<file path="config.mk">
export PLATFORM = sky130hd
export DESIGN_NAME = hk_spi_seq
export DESIGN_NICKNAME = d
export VERILOG_FILES = /design/src/rtl/hk_spi_pkg.sv /design/src/rtl/hk_spi_wdog.sv /design/src/rtl/hk_spi_seq.sv
export SDC_FILE = /design/constraint.sdc
export NUM_CORES = 1
export LEC_CHECK = 0
export BUFFER_PORTS_ARGS = -buffer_cell sky130_fd_sc_hd__clkbuf_2
export CORE_ASPECT_RATIO = 0.6
export CORE_UTILIZATION = 35
export DETAILED_ROUTE_END_ITERATION = 10
export GPL_TIMING_DRIVEN = 1
export MAX_ROUTING_LAYER = met4
export PLACE_DENSITY_LB_ADDON = 0.3
export SETUP_SLACK_MARGIN = 0.3
export SYNTH_ARGS = -nofsm -noshare
export SYNTH_HDL_FRONTEND = slang
export SYNTH_HIERARCHICAL = 1
export SYNTH_SLANG_ARGS = --single-unit
</file>
<file path="constraint.sdc">
create_clock -name clk_i -period 8.5 [get_ports clk_i]
set_input_delay 1.7 -clock clk_i [delete_from_list [all_inputs] [get_ports clk_i]]
set_output_delay 1.7 -clock clk_i [all_outputs]
set_load 0.03 [all_outputs]
</file>
<file path="src/rtl/hk_spi_pkg.sv">
// Shared types and constants for the housekeeping SPI sequencer.
// INIT_TABLE holds the ADC register writes replayed after reset, as {h16, l16}.
package hk_spi_pkg;

    typedef enum logic [2:0] {
        ST_INIT_LD  = 3'd0,
        ST_ARM      = 3'd1,
        ST_WAIT_ACK = 3'd2,
        ST_WAIT_END = 3'd3,
        ST_IDLE     = 3'd4
    } hk_state_e;

    localparam int INIT_MAX = 4;
    localparam int IDX_W    = $clog2(INIT_MAX);
    localparam int RD_BIT   = 15;

    // The top's INIT_N selects how many leading entries are replayed (INIT_N <= INIT_MAX).
    localparam logic [31:0] INIT_TABLE [INIT_MAX] = '{
        32'h0001_003C,
        32'h0014_0001,
        32'h0020_0003,
        32'h0021_0080
    };

endpackage

</file>
<file path="src/rtl/hk_spi_wdog.sv">
// Transfer watchdog: up-counter cleared on each phase start; hit marks the edge
// on which the elapsed count reaches the limit.
module hk_spi_wdog #(
    parameter int W = 16
) (
    input  logic         clk_i,
    input  logic         rst_i,
    input  logic         clr_i,
    input  logic         en_i,
    input  logic [W-1:0] limit_i,
    output logic         hit_o
);

    logic [W-1:0] cnt_q, cnt_d;

    always_comb begin
        cnt_d = cnt_q;
        if (clr_i) begin
            cnt_d = '0;
        end else if (en_i && (cnt_q != '1)) begin
            cnt_d = cnt_q + W'(1);
        end
    end

    always_ff @(posedge clk_i or posedge rst_i) begin
        if (rst_i) begin
            cnt_q <= '0;
        end else begin
            cnt_q <= cnt_d;
        end
    end

    // The count advancing on this edge would equal the limit.
    assign hit_o = en_i && (cnt_q >= (limit_i - W'(1)));

endmodule

</file>
<file path="src/rtl/hk_spi_seq.sv">
// Replays the ADC init table through spi_master after reset, then serves host
// SPI transactions over valid/ready, with a watchdog on every transfer.
//
// state    | meaning
// INIT_LD  | load next init table entry into the write words
// ARM      | one-cycle start pulse to spi_master
// WAIT_ACK | waiting for spi_busy_i to rise (ACK_TO limit)
// WAIT_END | waiting for spi_busy_i to fall (END_TO limit)
// IDLE     | ready for a host request
module hk_spi_seq
    import hk_spi_pkg::*;
#(
    parameter int INIT_N = 4,
    parameter int ACK_TO = 16,
    parameter int END_TO = 20000,
    parameter int TO_W   = 16
) (
    input  logic        clk_i,
    input  logic        rst_i,
    input  logic        req_valid_i,
    input  logic [15:0] req_h_i,
    input  logic [15:0] req_l_i,
    output logic        req_ready_o,
    output logic        rsp_valid_o,
    output logic [15:0] rsp_data_o,
    output logic        rsp_err_o,
    output logic        init_done_o,
    output logic        err_o,
    output logic        spi_start_o,
    output logic [15:0] spi_wr_h_o,
    output logic [15:0] spi_wr_l_o,
    input  logic [15:0] spi_rd_l_i,
    input  logic        spi_busy_i
);

    localparam logic [IDX_W-1:0] IDX_LAST = IDX_W'((INIT_N > 0) ? INIT_N - 1 : 0);
    localparam logic [TO_W-1:0]  ACK_LIM  = TO_W'(ACK_TO);
    localparam logic [TO_W-1:0]  END_LIM  = TO_W'(END_TO);

    hk_state_e        state_q, state_d;
    logic [IDX_W-1:0] idx_q, idx_d;
    logic [15:0]      wr_h_q, wr_h_d, wr_l_q, wr_l_d;
    logic             start_q, start_d;
    logic             ready_q, ready_d;
    logic             rsp_valid_q, rsp_valid_d;
    logic [15:0]      rsp_data_q, rsp_data_d;
    logic             rsp_err_q, rsp_err_d;
    logic             init_done_q, init_done_d;
    logic             err_q, err_d;

    logic             wd_clr, wd_en, wd_hit;
    logic [TO_W-1:0]  wd_limit;
    logic             xfer_ok, xfer_to;

    assign wd_limit = (state_q == ST_WAIT_END) ? END_LIM : ACK_LIM;

    hk_spi_wdog #(.W(TO_W)) u_wdog (
        .clk_i   (clk_i),
        .rst_i   (rst_i),
        .clr_i   (wd_clr),
        .en_i    (wd_en),
        .limit_i (wd_limit),
        .hit_o   (wd_hit)
    );

    always_comb begin
        state_d     = state_q;
        idx_d       = idx_q;
        wr_h_d      = wr_h_q;
        wr_l_d      = wr_l_q;
        rsp_valid_d = 1'b0;
        rsp_data_d  = rsp_data_q;
        rsp_err_d   = rsp_err_q;
        init_done_d = init_done_q;
        err_d       = err_q;
        wd_en       = 1'b0;
        wd_clr      = 1'b0;
        xfer_ok     = 1'b0;
        xfer_to     = 1'b0;

        case (state_q)
            ST_INIT_LD: begin
                if (INIT_N == 0) begin
                    init_done_d = 1'b1;
                    state_d     = ST_IDLE;
                end else begin
                    {wr_h_d, wr_l_d} = INIT_TABLE[idx_q];
                    state_d          = ST_ARM;
                end
            end
            ST_IDLE: begin
                if (req_valid_i && ready_q) begin
                    wr_h_d  = req_h_i;
                    wr_l_d  = req_l_i;
                    state_d = ST_ARM;
                end
            end
            ST_ARM: begin
                wd_en   = 1'b1;
                state_d = ST_WAIT_ACK;
            end
            ST_WAIT_ACK: begin
                wd_en = 1'b1;
                if (spi_busy_i) begin
                    wd_clr  = 1'b1;
                    state_d = ST_WAIT_END;
                end else if (wd_hit) begin
                    xfer_to = 1'b1;
                end
            end
            ST_WAIT_END: begin
                wd_en = 1'b1;
                if (!spi_busy_i) begin
                    xfer_ok = 1'b1;
                end else if (wd_hit) begin
                    xfer_to = 1'b1;
                end
            end
            default: state_d = ST_INIT_LD;
        endcase

        // A timed-out init entry is skipped and the table advances as usual.
        if (xfer_ok || xfer_to) begin
            if (xfer_to) begin
                err_d = 1'b1;
            end
            if (!init_done_q) begin
                idx_d = idx_q + IDX_W'(1);
                if (idx_q == IDX_LAST) begin
                    init_done_d = 1'b1;
                    state_d     = ST_IDLE;
                end else begin
                    state_d = ST_INIT_LD;
                end
            end else begin
                rsp_valid_d = 1'b1;
                rsp_err_d   = xfer_to;
                rsp_data_d  = xfer_to ? 16'h0000 : spi_rd_l_i;
                state_d     = ST_IDLE;
            end
        end

        if (state_d == ST_ARM) begin
            wd_clr = 1'b1;
        end
        start_d = (state_d == ST_ARM);
        ready_d = (state_d == ST_IDLE);
    end

    always_ff @(posedge clk_i or posedge rst_i) begin
        if (rst_i) begin
            state_q     <= ST_INIT_LD;
            idx_q       <= '0;
            wr_h_q      <= '0;
            wr_l_q      <= '0;
            start_q     <= 1'b0;
            ready_q     <= 1'b0;
            rsp_valid_q <= 1'b0;
            rsp_data_q  <= '0;
            rsp_err_q   <= 1'b0;
            init_done_q <= 1'b0;
            err_q       <= 1'b0;
        end else begin
            state_q     <= state_d;
            idx_q       <= idx_d;
            wr_h_q      <= wr_h_d;
            wr_l_q      <= wr_l_d;
            start_q     <= start_d;
            ready_q     <= ready_d;
            rsp_valid_q <= rsp_valid_d;
            rsp_data_q  <= rsp_data_d;
            rsp_err_q   <= rsp_err_d;
            init_done_q <= init_done_d;
            err_q       <= err_d;
        end
    end

    assign req_ready_o = ready_q;
    assign rsp_valid_o = rsp_valid_q;
    assign rsp_data_o  = rsp_data_q;
    assign rsp_err_o   = rsp_err_q;
    assign init_done_o = init_done_q;
    assign err_o       = err_q;
    assign spi_start_o = start_q;
    assign spi_wr_h_o  = wr_h_q;
    assign spi_wr_l_o  = wr_l_q;

endmodule
</file>
==> results of run 1 <==
-- synth_stat cells, types with 3 or more instances --
master    count
buf_6         8
a211oi_1      4
inv_1        22
and3_1        5
buf_4         3
nand3_1       4
or3_1         5
a31oi_1       3
nand2_1      17
nor4_1        5
nor3_1       10
and2b_1       3
xnor2_1      11
a21oi_1      21
and4_1        3
mux2i_1       8
nand4_1       8
or4_1         4
mux2_2        4
dfrtp_1      75
nand2b_1      5
a311oi_1      3
nor2_1       16
o31ai_1       4
a22o_1       39
ha_1         22
o21ai_0       5
nor2b_1       6
xor2_1        4
-- metal layers --
metal	wire length (µm)	vias to the layer above	track usage [%]
met5	0	-	-
met4	65	0	3.85
met3	739	10	5.53
met2	4090	100	24.7
met1	5180	1658	25.9
li1	-	1616	-
-- kinds of logic (layout without fill, tap and decap cells) --
family          count (synthesis)  count (layout)  synth area share (%)
compound gates                 98              98                  19.0
flops                          75              75                  46.4
simple gates                  109             109                  16.0
buf+inv                        38             146                  5.38
mux                            12              12                  3.09
xor+xnor                       15              15                  3.25
fa+ha+maj                      22              22                  6.80
other cells                     1              33                0.0927
-- area by class of cell --
type	instances	area, µm²
inverter	23	87.6
clock inverter	6	113
clock buffer	10	229
fill	1050	5790
timing repair buffer	107	541
tap	139	174
multi-input combinational	289	2070
sequential	75	1880
-- flip-flops by register name (all words and copies together), names as in the netlist --
name,cells
rsp_data_o,16
req_ready_o,1
init_done_o,1
idx_q,2
u_wdog/cnt_q,16
spi_start_o,1
rsp_valid_o,1
spi_wr_l_o,16
state_q,3
spi_wr_h_o,16
rsp_err_o,1
err_o,1
-- how the worst min path moves through the flow --
stage                                 from                     endpoint  slack, ps  depth (start not counted)
4_1_cts          rsp_data_o[7]$_DFFE_PP0P_    rsp_data_o[7]$_DFFE_PP0P_        510                          1
3_5_place_dp    rsp_data_o[12]$_DFFE_PP0P_   rsp_data_o[12]$_DFFE_PP0P_        490                          1
2_1_floorplan  u_wdog/cnt_q[5]$_DFFE_PP0P_  u_wdog/cnt_q[5]$_DFFE_PP0P_        490                          1
5_1_grt          rsp_data_o[7]$_DFFE_PP0P_    rsp_data_o[7]$_DFFE_PP0P_        520                          1
3_3_place_gp     spi_wr_l_o[9]$_DFFE_PP0P_    spi_wr_l_o[9]$_DFFE_PP0P_        490                          1
6_report         rsp_data_o[7]$_DFFE_PP0P_    rsp_data_o[7]$_DFFE_PP0P_        500                          1
-- stage by stage --
step	power (mW)	cells	hold slack (ps)	setup WS, ps	util (%)
2_1_floorplan	1.03	402	491	4640	-
3_3_place_gp	1.17	633	487	4090	43.6
3_5_place_dp	1.19	633	493	3840	43.6
4_1_cts	1.64	649	508	3800	46.8
5_1_grt	1.73	649	517	3310	46.8
6_report	1.63	649	503	3750	46.8
-- power by group --
part           internal, mW  total, mW  switching, mW
sequential            0.451      0.532         0.0817
clock                 0.288      0.434          0.147
combinational         0.240      0.662          0.422
total                 0.978       1.63          0.651
-- critical path, cell delays in order (launching register included) --
cell       delay [ps]
dfrtp_1           500
nor2b_2           440
and2_1            640
inv_1             160
nor3_1            410
nand2_1           190
nor2_1            180
xnor2_1           100
ha_1              330
a21oi_1            60
o21ai_0           240
o21ai_0           140
o22ai_1           500
o2111ai_4         380
a22o_1            340
==> flow_summary.ini, run 1 <==
[status]
status = complete, no violations

[pwr]
ir_drop_uv = 178
p_per_area_nw_per_um2 = 320
leakagePower_nw = 2.56

[worst_setup_path]
reg2reg_from = state_q[2]$_DFF_PP0_
critPathMaxFanout = 19
crit_path_end_kind = flop
worst_ep_required_time_ps = 8720
r2r_slack_ps = 3750
endpoint = rsp_data_o[13]$_DFFE_PP0P_
worstReg2RegEnd = rsp_data_o[13]$_DFFE_PP0P_
setup.worst_path.class = flop to flop
cp.arrival_ps = 4970
start_kind = flop
r2r_cells = 14
startpoint = state_q[2]$_DFF_PP0_

[floorplan]
fp.dieW_um = 141
dieHeight_um = 85.3
coreArea_um2 = 10900
ios = 106
rows = 29
start_util_pct = 37.2
dieArea_um2 = 12000

[grt]
grt_usage_pct = 18.1
antenna_found_initial = 0
grt_pass1_wl_um = 16200
grt_pass1_vias = 3103
grt.overflow.total = 0
grt_max_degree = 60

[sta]
rsz0062_at_grt = no
clock_skew_ps = 4.60
fin_crit_ps = 4750
clock.fmax_ghz = 0.210
finalSetupViolCount = 0
max_slew_margin_pct = 50.8
tightestPinTransition_ps = 735
period_share_pct = 55.9
slew_violations = 0
hold_viol = 0
tns_ps = 0

[placement]
placed_cell_area_um2 = 4750
hpwl_um = 7610
portBuffers = 105
globalplace.congestion = 0.839

[detailed_routing]
wirelength_um = 10100
vias_per_cell = 5.21
avgRoutedWirePerCell_um = 15.5
post-route-drc-count = 0
via_count = 3384
drtPass1Iterations = 4
drt-initial-drc-count = 164
postRouteAntennaNets = 0

[clocking]
insertion_delay_ps = 330
cts_buffers = 9
cts_tree = built
h-tree-depth = 3
cts_hold_buffers = 0
ctsResizeCount = 0
post_cts_buffers = 0
clockRootBuffer = clkbuf_16
path_clk_slew_ps = 60
clockBufferDepth = 2
clock_sinks = 75

[synthesis]
synth_top_area_cell = dfrtp_1
ys_ff_latch = 75
syn_avg_cell_area_um2 = 10.9
syn_area_um2 = 4050
synth-edff-count = 0
ys.flop_type = dfrtp_1
yosysUniqueCellTypes = 64
async_flop_share_pct = 100
synth.top_cell.area_share_pct = 46.4
ys_warn_count = 6
seq_area_frac_synth_pct = 46.4
synthTopCellsByArea = dfrtp_1, a22o_1, ha_1, a21oi_1, xnor2_1
synthCells = 370

[layout]
finish.instance_area_um2 = 5090
antennaDiodeCount = 0
final_common_cell = clkbuf_2
layout_common_cells = clkbuf_2, dfrtp_1, a22o_1
syn2layout_area_growth_pct = 25.9
nets = 579
drive_above_1_share_pct = 28.2

[flow_run]
timing.max_cap.violations = 0

[hold_path]
hold_class = flop to flop
(Power assumes the default switching activity.)
==> run 2, diff against run 1 <==
Clock period 8.5 ns to 4.34 ns, I/O delays scaled along.
==> flow_summary.ini, run 2 (synthesized netlist as in run 1, its figures left out) <==
[floorplan]
fp.dieW_um = 141
start_util_pct = 37.2
coreArea_um2 = 10900
dieArea_um2 = 12000
rows = 29
ios = 106
dieHeight_um = 85.3

[grt]
grt.busiest_layer = met1
grt.overflow.total = 0
antenna_found_initial = 0
grt_use_met1_pct = 27.6
grt_pass1_vias = 3319
grt_usage_pct = 19.0
grt_max_degree = 42
grt_use_met2_pct = 26.1
use_met3_pct = 4.68
grt_pass1_wl_um = 17300

[worst_setup_path]
critPathMaxFanout = 11
start_kind = flop
crit_path_end_kind = flop
worstReg2RegEnd = idx_q[1]$_DFFE_PP0P_
r2r_slack_ps = 620
setup.worst_path.class = flop to flop
cp.arrival_ps = 3950
worst_ep_required_time_ps = 4570
r2r_cells = 14
reg2reg_from = state_q[1]$_DFF_PP0_

[clocking]
cts_tree = built
clockBufferDepth = 2
clockRootBuffer = clkbuf_16
cts_hold_buffers = 0
clock_sinks = 75
path_clk_slew_ps = 70
cts_buffers = 9
h-tree-depth = 3
insertion_delay_ps = 340

[layout]
drive_above_1_share_pct = 29.7
layout_common_cells = clkbuf_2, dfrtp_1, a22o_1
fillers = 994
syn2layout_area_growth_pct = 26.7
final_common_cell = clkbuf_2
nets = 584
antennaDiodeCount = 0
multiInputGateArea_um2 = 2080
ff_latch_area_um2 = 1880
stdcell_count = 654

[hold_path]
worst_hold_path.endpoint = rsp_data_o[1]$_DFFE_PP0P_
hold_class = flop to flop
hold_start = rsp_data_o[1]$_DFFE_PP0P_
holdPathStages = 1

[detailed_routing]
via_count = 3390
post-route-drc-count = 0
drt-initial-drc-count = 184
avgRoutedWirePerCell_um = 15.8
wirelength_um = 10300
vias_per_cell = 5.18
drtPass1Iterations = 4
postRouteAntennaNets = 0

[status]
status = complete, no violations

[sta]
fin_crit_ps = 3720
rsz0062_at_grt = no
hold_viol = 0
slew_violations = 0
tightestPinTransition_ps = 864
finalSetupViolCount = 0
tns_ps = 0
period_share_pct = 85.6
clock_skew_ps = 4.88
max_slew_margin_pct = 42.3
clock.fmax_ghz = 0.269

[pwr]
ir_drop_uv = 333
p_total_mw = 3.18
leakagePower_nw = 2.58
p_per_area_nw_per_um2 = 620

[flow_run]
timing.max_cap.violations = 0

[placement]
place_inst = 637
globalplace.congestion = 0.784
hpwl_um = 7640
portBuffers = 105
## run 2: power breakdown
| part | internal (mW) | leakage, nW | switching [mW] | total, mW |
|---|---|---|---|---|
| combinational | 0.503 | 1.45 | 0.847 | 1.35 |
| sequential | 0.883 | 0.978 | 0.157 | 1.04 |
| clock | 0.462 | 0.157 | 0.328 | 0.790 |
| total | 1.85 | 2.58 | 1.33 | 3.18 |
## run 2: how the worst max path moves through the flow
stage                    startpoint                    endpoint  depth (start not counted)
2_1_floorplan  state_q[2]$_DFF_PP0_        idx_q[1]$_DFFE_PP0P_                         15
3_3_place_gp   state_q[2]$_DFF_PP0_   rsp_data_o[5]$_DFFE_PP0P_                         14
3_5_place_dp   state_q[2]$_DFF_PP0_   rsp_data_o[2]$_DFFE_PP0P_                         14
4_1_cts        state_q[2]$_DFF_PP0_  rsp_data_o[13]$_DFFE_PP0P_                         15
5_1_grt        state_q[1]$_DFF_PP0_        idx_q[1]$_DFFE_PP0P_                         14
6_report       state_q[1]$_DFF_PP0_        idx_q[1]$_DFFE_PP0P_                         14
## run 2: repair_timing
action | in CTS | in global routing
setup buffers | 0 | 1
resized for setup | 0 | 3
hold endpoints to repair | 0 | 0
endpoints found under the setup margin | 0 | 21
## run 2: worst max-delay path, cell delays in order, from the launching register on
cell	delay, ps
dfrtp_1	400
nor2b_2	160
and2_2	250
buf_4	200
or4_1	510
nor3_1	230
xnor2_1	150
ha_1	240
nand2_1	80
o21ai_0	150
a311oi_1	280
o22ai_1	130
buf_4	170
o2111ai_1	290
mux2_2	370
## run 2: per-stage QoR
stage / worst slack [ps] / instance area [µm²] / hold slack [ps] / util, %
after floorplan: 477 / 4170 / 491 / -
after global placement: 586 / 4780 / 487 / 43.9
after detailed placement: 518 / 4780 / 492 / 43.9
after CTS: 479 / 5100 / 509 / 46.9
after global routing: 341 / 5130 / 522 / 47.1
final: 623 / 5130 / 506 / 47.1
## run 2: layout make-up
type | count | area share (%)
clock buffers | 9 | 4.39
clock inverters | 7 | 1.85
inverters | 23 | 1.71
multi-input cells | 289 | 40.5
flip-flops and latches | 75 | 36.6
well taps | 139 | 3.39
repair buffers | 112 | 11.5
## run 2: per-layer routing
metal	wire length, µm	vias to the layer above
met5	0	-
met4	122	0
met3	637	12
met2	4180	96
met1	5370	1650
li1	-	1632
==> run 3, diff against run 2 <==
Settings changed: CORE_UTILIZATION 35 to 40.
==> flow_summary.ini, run 3 (synthesized netlist as in run 1, its figures left out) <==
[status]
status = complete, no violations

[floorplan]
coreArea_um2 = 9840
rows = 28
ios = 106
dieHeight_um = 79.9
fp.dieW_um = 132
start_util_pct = 41.1
dieArea_um2 = 10500

[worst_setup_path]
critPathSlowestCell = dfrtp_1
critical-path-top-delay-family = compound AO/OA/AOI/OAI gates
crit_buf_inv = 1
r2r_cells = 14
cp.arrival_ps = 3990
crit_cells = 14
worst_ep_required_time_ps = 4560
crit_path_end_kind = flop
setup.worst_path.class = flop to flop
critPathMaxFanout = 11
start_kind = flop
crit_chain = nor2b_2, and2_2, buf_4, nor4_2, and4_1, nand2_1, xor2_1, ha_1, a21o_1, a21o_1, a21oi_1, o22ai_2, o2111ai_1, mux2_2
cp_common_cell = a21o_1
slowest_delay_ps = 520

[pwr]
ir_drop_uv = 323
p_per_area_nw_per_um2 = 613
leakagePower_nw = 2.56

[grt]
grt_max_degree = 40
grt_pass1_wl_um = 16400
grt_usage_pct = 20.6
grt_pass1_vias = 3211
grt.overflow.total = 0
antenna_found_initial = 0

[sta]
tns_ps = 0
fin_crit_ps = 3770
finalSetupViolCount = 0
clock_skew_ps = 3.13
hold_viol = 0
max_slew_margin_pct = 47.2
slew_violations = 0
clock.fmax_ghz = 0.265
rsz0062_at_grt = no
tightestPinTransition_ps = 791
period_share_pct = 87.0

[clocking]
clockBufferDepth = 2
path_clk_slew_ps = 60
insertion_delay_ps = 330
cts_hold_buffers = 0
cts_tree = built
clockRootBuffer = clkbuf_16
clock_sinks = 75
cts_buffers = 9
h-tree-depth = 3

[layout]
layout_common_cells = clkbuf_2, dfrtp_1, a22o_1
drive_above_1_share_pct = 29.6
multiInputGateArea_um2 = 2090
nets = 582
ff_latch_area_um2 = 1880
antennaDiodeCount = 0
post-route-util_pct = 51.8
syn2layout_area_growth_pct = 26.1
final_common_cell = clkbuf_2
fillers = 912

[detailed_routing]
avgRoutedWirePerCell_um = 15.3
wirelength_um = 9940
postRouteAntennaNets = 0
post-route-drc-count = 0
via_count = 3316
vias_per_cell = 5.12
drtPass1Iterations = 4
drt-initial-drc-count = 187

[hold_path]
holdPathStages = 1
hold_class = flop to flop

[placement]
globalplace.congestion = 0.850
portBuffers = 105
hpwl_um = 7500

[flow_run]
timing.max_cap.violations = 0
==> run 3: changes by cell type in the layout (fill, tap and decap cells not counted), sizes merged <==
cell      change
clkinvlp      +2
inv           -2
clkinv        -1
clkbuf        +1
buf           -2
==> run 3: per-stage QoR <==
step           worst slack (ps)  instance area (µm²)  power [mW]  cells  hold WS (ps)
4_1_cts                     362                 5070        3.14    647           507
2_1_floorplan               477                 4170        2.01    402           491
6_report                    565                 5100        3.13    648           502
3_5_place_dp                241                 4760        2.38    631           490
5_1_grt                     353                 5100        3.32    648           518
3_3_place_gp                468                 4760        2.32    631           488
==> run 3: final timing paths <==
check	startpoint	to	slack, ps
worst max-delay path	state_q[2]$_DFF_PP0_	idx_q[1]$_DFFE_PP0P_	570
worst min-delay path	rsp_data_o[0]$_DFFE_PP0P_	rsp_data_o[0]$_DFFE_PP0P_	500
worst max register to register	state_q[2]$_DFF_PP0_	idx_q[1]$_DFFE_PP0P_	570
min in group asynchronous	rst_i	u_wdog/cnt_q[9]$_DFFE_PP0P_	640
max in group asynchronous	rst_i	spi_wr_h_o[9]$_DFFE_PP0P_	2890
worst min register to register	rsp_data_o[0]$_DFFE_PP0P_	rsp_data_o[0]$_DFFE_PP0P_	500
==> run 3: area by class of cell <==
cell class	instances	area share, %
flip-flops and latches	75	36.8
multi-input cells	289	41.0
well taps	135	3.31
clock inverters	6	1.25
clock buffers	10	4.68
repair buffers	110	11.3
inverters	23	1.72
==> run 3: repair_timing <==
action | 4_1_cts | 5_1_grt
buffers inserted | 0 | 1
endpoints found under the setup margin | 17 | 19
gates resized for setup | 1 | 3
pin swaps | 0 | 1
==> run 3: per-layer routing <==
layer,up-vias,track usage (%),wire (µm),share of wire (%)
li1,1617,-,-,-
met4,0,4.65,65,0.65
met3,7,4.76,612,6.2
met5,-,-,0,0
met2,109,30.3,4300,43
met1,1583,28.8,4960,50
==> run 3: power breakdown <==
part	switching, mW	internal (mW)	leakage, nW
Clock	0.291	0.460	0.145
Sequential	0.153	0.883	0.980
Combinational	0.842	0.498	1.44
Total	1.29	1.84	2.56
